## config.mk

```make
export PLATFORM = sky130hd
export DESIGN_NAME = maze_tile_scanner
export DESIGN_NICKNAME = d
export VERILOG_FILES = /design/src/rtl/maze_tile_scanner.sv
export SDC_FILE = /design/constraint.sdc
export NUM_CORES = 1
export LEC_CHECK = 0
export ABC_AREA = 1
export CELL_PAD_IN_SITES_DETAIL_PLACEMENT = 1
export CELL_PAD_IN_SITES_GLOBAL_PLACEMENT = 1
export CORE_ASPECT_RATIO = 0.7
export CORE_MARGIN = 5
export CORE_UTILIZATION = 37
export CTS_BUF_LIST = sky130_fd_sc_hd__clkbuf_2 sky130_fd_sc_hd__clkbuf_4 sky130_fd_sc_hd__clkbuf_8
export DETAILED_ROUTE_END_ITERATION = 8
export GPL_TIMING_DRIVEN = 1
export MAX_ROUTING_LAYER = met4
export PLACE_DENSITY_LB_ADDON = 0.15
export SLEW_MARGIN = 20
export SYNTH_ARGS = -nofsm -noshare
export SYNTH_HDL_FRONTEND = slang
export SYNTH_SLANG_ARGS = --single-unit
```

## constraint.sdc

```tcl
create_clock -name clk -period 2.2 [get_ports clk]
set_input_delay 0.33 -clock clk [delete_from_list [all_inputs] [get_ports clk]]
set_output_delay 0.33 -clock clk [all_outputs]
set_load 0.02 [all_outputs]
```

## src/rtl/maze_tile_scanner.sv

```systemverilog
// maze_tile_scanner: walks the maze cell RAM tile by tile and emits every
// pixel of each tile as an (x, y, colour) beat to the VGA plotter.
// Two request types: start (full-frame redraw from tile (0,0)) and
// start_one (redraw only tile (tile_x, tile_y)).
//
// Optional build macro: TILE_BORDER_EN -- when defined, pixels on the top
// row or left column of each tile take BORDER_COLOUR, drawing a grid.
//
// Pixel handshake: a beat transfers on a rising clk edge where pix_valid and
// pix_ready are both high. While pix_valid is high and pix_ready low, pix_x,
// pix_y, pix_colour and pix_valid hold steady; pix_valid never drops until
// the beat has transferred.
//
// dbg_state exposes the FSM encoding (0 IDLE, 1 FETCH, 2 WAIT, 3 DRAW, 4 DONE).
module maze_tile_scanner #(
  parameter int X_TILES    = 8,
  parameter int Y_TILES    = 6,
  parameter int TILE_SIZE  = 20,
  parameter int ROW_STRIDE = 16,
  parameter int ADDR_W     = 8,
  parameter int COORD_W    = 8,
  parameter int COL_W      = 3,
  parameter logic [COL_W-1:0] BORDER_COLOUR = '0
) (
  input  logic               clk,
  input  logic               resetn,
  input  logic               start,
  input  logic               start_one,
  input  logic [3:0]         tile_x,
  input  logic [3:0]         tile_y,
  output logic               busy,
  output logic               done,
  output logic [ADDR_W-1:0]  mem_addr,
  input  logic [COL_W-1:0]   mem_data,
  output logic [COORD_W-1:0] pix_x,
  output logic [COORD_W-1:0] pix_y,
  output logic [COL_W-1:0]   pix_colour,
  output logic               pix_valid,
  input  logic               pix_ready,
  output logic [2:0]         dbg_state
);

  localparam int LW = (TILE_SIZE > 1) ? $clog2(TILE_SIZE) : 1;
  localparam logic [LW-1:0] L_MAX  = LW'(TILE_SIZE - 1);
  localparam logic [3:0]    TX_MAX = 4'(X_TILES - 1);
  localparam logic [3:0]    TY_MAX = 4'(Y_TILES - 1);

  typedef enum logic [2:0] {IDLE, FETCH, WAIT, DRAW, DONE} state_t;

  state_t             state, state_d;
  logic [3:0]         tx, ty;
  logic [LW-1:0]      lx, ly;
  logic               single;
  logic [COL_W-1:0]   col_q;
  logic [ADDR_W-1:0]  addr_q;

  logic               in_range, accept_full, accept_one;
  logic               xfer, lx_end, ly_end, last_px, frame_end, finish;
  logic               border_px;
  logic [ADDR_W-1:0]  addr_calc;
  logic [COORD_W-1:0] px_calc, py_calc;

  assign in_range  = ({28'd0, tile_x} < 32'(X_TILES)) && ({28'd0, tile_y} < 32'(Y_TILES));
  assign xfer      = (state == DRAW) && pix_ready;
  assign lx_end    = (lx == L_MAX);
  assign ly_end    = (ly == L_MAX);
  assign last_px   = lx_end && ly_end;
  assign frame_end = (tx == TX_MAX) && (ty == TY_MAX);
  assign finish    = single || frame_end;

  assign addr_calc = ADDR_W'(ty) * ADDR_W'(ROW_STRIDE) + ADDR_W'(tx);
  assign px_calc   = COORD_W'(tx) * COORD_W'(TILE_SIZE) + COORD_W'(lx);
  assign py_calc   = COORD_W'(ty) * COORD_W'(TILE_SIZE) + COORD_W'(ly);

`ifdef TILE_BORDER_EN
  assign border_px = (lx == '0) || (ly == '0);
`else
  assign border_px = 1'b0;
`endif

  // State register.
  always_ff @(posedge clk) begin
    if (!resetn) state <= IDLE;
    else         state <= state_d;
  end

  // Next-state logic and request acceptance.
  always_comb begin
    state_d     = state;
    accept_full = 1'b0;
    accept_one  = 1'b0;
    case (state)
      IDLE: begin
        if (start) begin
          accept_full = 1'b1;
          state_d     = FETCH;
        end else if (start_one && in_range) begin
          accept_one = 1'b1;
          state_d    = FETCH;
        end
      end
      FETCH:   state_d = WAIT;
      WAIT:    state_d = DRAW;
      DRAW:    if (xfer && last_px) state_d = finish ? DONE : FETCH;
      DONE:    state_d = IDLE;
      default: state_d = IDLE;
    endcase
  end

  // Tile/pixel counters, colour latch and held RAM address.
  always_ff @(posedge clk) begin
    if (!resetn) begin
      tx     <= '0;
      ty     <= '0;
      lx     <= '0;
      ly     <= '0;
      single <= 1'b0;
      col_q  <= '0;
      addr_q <= '0;
    end else begin
      if (accept_full) begin
        tx     <= '0;
        ty     <= '0;
        single <= 1'b0;
      end else if (accept_one) begin
        tx     <= tile_x;
        ty     <= tile_y;
        single <= 1'b1;
      end
      if (state == FETCH) addr_q <= addr_calc;
      if (state == WAIT) begin
        col_q <= mem_data;
        lx    <= '0;
        ly    <= '0;
      end
      if (xfer) begin
        if (lx_end) begin
          lx <= '0;
          ly <= ly_end ? '0 : ly + LW'(1);
        end else begin
          lx <= lx + LW'(1);
        end
        if (last_px && !finish) begin
          if (tx == TX_MAX) begin
            tx <= '0;
            ty <= ty + 4'd1;
          end else begin
            tx <= tx + 4'd1;
          end
        end
      end
    end
  end

  // Outputs: RAM address is live in FETCH and held otherwise; pixel beats
  // are driven only in DRAW so idle/reset outputs read as zero.
  always_comb begin
    mem_addr   = (state == FETCH) ? addr_calc : addr_q;
    pix_valid  = (state == DRAW);
    pix_x      = pix_valid ? px_calc : '0;
    pix_y      = pix_valid ? py_calc : '0;
    pix_colour = pix_valid ? (border_px ? BORDER_COLOUR : col_q) : '0;
    busy       = (state == FETCH) || (state == WAIT) || (state == DRAW);
    done       = (state == DONE);
    dbg_state  = state;
  end

endmodule

```

==> results.json <==
{
  "ctsHtreeMaxLevel": 2,
  "syn_area_mm2": 0.00229,
  "pwr-share-seq": 0.331,
  "power.internal_mw": 1.33,
  "final_area_mm2": 0.00333,
  "clkTransAtPathRegs_ns": 0.08,
  "fillers": 789,
  "status": "finished, violations left",
  "fmax_ghz": 0.418,
  "crit_buf_inv": 2,
  "cp.arrival_ns": 2.06,
  "period_needed_ns": 2.39,
  "clk_latency_ns": 0.29,
  "yosysSeqAreaShare": 0.289,
  "synth_cells": 331,
  "switchingPower_uw": 723,
  "place_congestion": 0.838,
  "clockBufferDepth": 2,
  "die_area_mm2": 0.00788,
  "start_util": 0.373,
  "grt_pass1_wl_um": 12300,
  "antenna_cells": 0,
  "crit_slowest_cell": "fa_2",
  "vias_per_cell": 4.95,
  "endpoint_kind": "output pin",
  "path_delay_family": "adder cells",
  "finalCritPeriodShare": 1.09,
  "syn2layout_area_growth_pct": 45.5,
  "skew_ns": 0.0113,
  "power_mw": 2.06,
  "grt_pass1_vias": 2524,
  "gr-total-overflow": 0,
  "critPathMaxStageDelay_ns": 0.56,
  "dp_hpwl_um": 5400,
  "die_w_um": 104,
  "drv_slew": 0,
  "placed_cell_area_mm2": 0.00306,
  "fin_nets": 447,
  "synth_top_family_by_area": "simple AND/OR/NAND/NOR gates",
  "final.setup.worst_slack_ns": -0.195,
  "hp-class": "register to register",
  "share_comb_of_total_power": 0.368,
  "ys.warnings.count": 0,
  "clock-sinks": 33,
  "worstSetupStartpointType": "register",
  "rsz0062_at_grt": "true",
  "numCtsBuffers": 5,
  "synthMuxAreaShare": 0,
  "layout-drive-gt1-share": 0.265,
  "rows": 24,
  "swShare": 0.352,
  "synth_compound_area_frac": 0.145,
  "synth_area_per_cell_um2": 6.91,
  "critical_path_required_ns": 1.87,
  "violations": "setup timing",
  "crit_type": "register to output pin",
  "totalWireLength_um": 7580,
  "power_density_mw_per_mm2": 618,
  "synthSimpleGateAreaFrac": 0.294,
  "path_cells": "ha_4, ha_4, fa_2, inv_2, o21ai_1, nand2_1, nor2_2, buf_6",
  "track_usage": 0.199,
  "irDropWorstVdd_v": 0.000282,
  "drc": 0,
  "io_pins": 49,
  "drtAntennaViolNets": 0,
  "tightestPinTransition_ns": 0.483,
  "p_clk_frac": 0.301,
  "ctsRootBufferMaster": "clkbuf_8",
  "antenna_found_initial": 0,
  "synth_nets": 368,
  "drtIter0Drc": 75,
  "grt_max_degree": 25,
  "vias": 2422,
  "cts_tree": "yes",
  "fp.dieH_um": 75.8,
  "hold_viol": 0,
  "core_area_mm2": 0.00613,
  "synthAdderAreaFrac": 0.128,
  "yosys.area_share.xor_xnor": 0.0421,
  "slew_headroom": 0.675,
  "port_buffers": 48,
  "maxCapViolations": 0,
  "final.setup.tns_ns": -0.509,
  "p_leak_nw": 1.53,
  "ys_ff_latch": 33,
  "critPathMostFrequentCell": "ha_4",
  "dr.pass1.iters": 4,
  "wl_per_cell_um": 15.5,
  "setup_viol": 4,
  "cp_max_fo": 3,
  "synth_cell_types": 31
}
## sequential cells by signal, indices dropped and copies added, names as in the netlist
name       count
addr_q         8
col_q          3
single         1
ty             4
lx             5
tx             4
ly             5
dbg_state      3
## cell usage in the layout, fill, tap and decap left out, types with 3 or more instances in the layout
master	n
nand2_1	61
inv_1	43
nor2_1	37
buf_4	36
a21oi_1	30
dfxtp_1	25
clkdlybuf4s50_1	20
nand3_1	19
dlygate4sd2_1	14
xor2_1	10
inv_2	9
o21ai_0	8
ha_4	8
dfxtp_2	8
ha_1	7
o21ai_1	6
clkbuf_8	6
or2_2	5
nand3_2	5
a211oi_1	5
nor2_2	4
nor3_1	4
fa_2	4
dlymetal6s2s_1	4
or2_1	3
a211oi_2	3
buf_2	3
## cells in the mapped netlist
cell      count  area, um^2
a211oi_1      5        37.5
a211oi_2      3        37.5
a21boi_0      2        15.0
a21oi_1      31         155
a31oi_1       1        6.26
buf_2         3        15.0
clkbuf_1      4        15.0
clkinv_2      1        5.00
dfxtp_1      33         661
fa_1          4        80.1
ha_1         17         213
inv_1        45         169
inv_2         8        30.0
nand2_1      61         229
nand2_2       1        6.26
nand3_1      22         110
nand3_2       2        20.0
nand3_4       1        17.5
nand3b_1      1        7.51
nand4_1       2        12.5
nor2_1       38         143
nor2_2        3        18.8
nor2_4        2        22.5
nor3_1        5        25.0
nor3_2        1        10.0
o21ai_0      14        70.1
o21ai_1       2        10.0
or2_1         3        18.8
or2_2         5        31.3
xnor2_1       1        8.76
xor2_1       10        87.6
## power groups by stage
stage	logic (mW)	registers [mW]	clock network [mW]
after global routing	0.829	0.687	0.660
after floorplan	0.447	0.714	0
after global placement	0.778	0.689	0
after CTS	0.761	0.680	0.631
after detailed placement	0.791	0.694	0
final	0.757	0.680	0.620
## logic make-up after synthesis
logic type	after synthesis
and+or+nand+nor	147
buffers and inverters	61
AOI/OAI and AO/OA	58
DFF	33
adders and majority gates	21
xor gates and xnor gates	11
## through the flow
stage | setup slack [ns] | instances | hold slack (ns) | util
2_1_floorplan | 0.0149 | 331 | 0.430 | -
3_3_place_gp | -0.373 | 480 | 0.442 | 0.500
3_5_place_dp | -0.460 | 480 | 0.448 | 0.500
4_1_cts | -0.199 | 488 | 0.459 | 0.531
5_1_grt | -0.264 | 489 | 0.482 | 0.543
6_report | -0.195 | 489 | 0.455 | 0.543
## worst paths after layout
path	startpoint	end	slack [ns]	cells after the start
max	tx[3]	pix_x[7]	-0.19	8
min	col_q[2]	col_q[2]	0.45	2
max reg2reg	tx[1]	tx[2]	0.38	9
min reg2reg	col_q[2]	col_q[2]	0.45	2
## final cells by class
cell class                      instances  area, um^2  area share
Multi-Input combinational cell        237        1550       0.466
Timing Repair Buffer                   79         681       0.205
Tap cell                               78        97.6      0.0293
Inverter                               54         209      0.0628
Clock buffer                            7        90.1      0.0271
Clock inverter                          1        30.0     0.00903
Sequential cell                        33         671       0.202
## routing by layer
layer,up-vias,track usage,part of all wire
met2,32,0.341,0.48
li1,1217,-,-
met1,1165,0.251,0.48
met5,-,-,0
met4,0,0.0388,0.0090
met3,8,0.0390,0.028
## worst register-to-register path: cells and delay by family, from the launching register on
family                   cells  cell delay [ns]
adder cells (fa/ha/maj)      1             0.22
AND/OR/NAND/NOR              5             0.71
buffers and inverters        2             0.27
AO/OA/AOI/OAI                1             0.17
flip-flops                   1             0.35
## timing repair
item,4_1_cts,5_1_grt
endpoints found under the hold margin,0,0
resized for setup,84,26
pin swaps,10,8
setup endpoints to repair,24,14
hold buffers,0,0
buffers inserted,0,1
No activity file was read; power rests on OpenSTA's default activity.
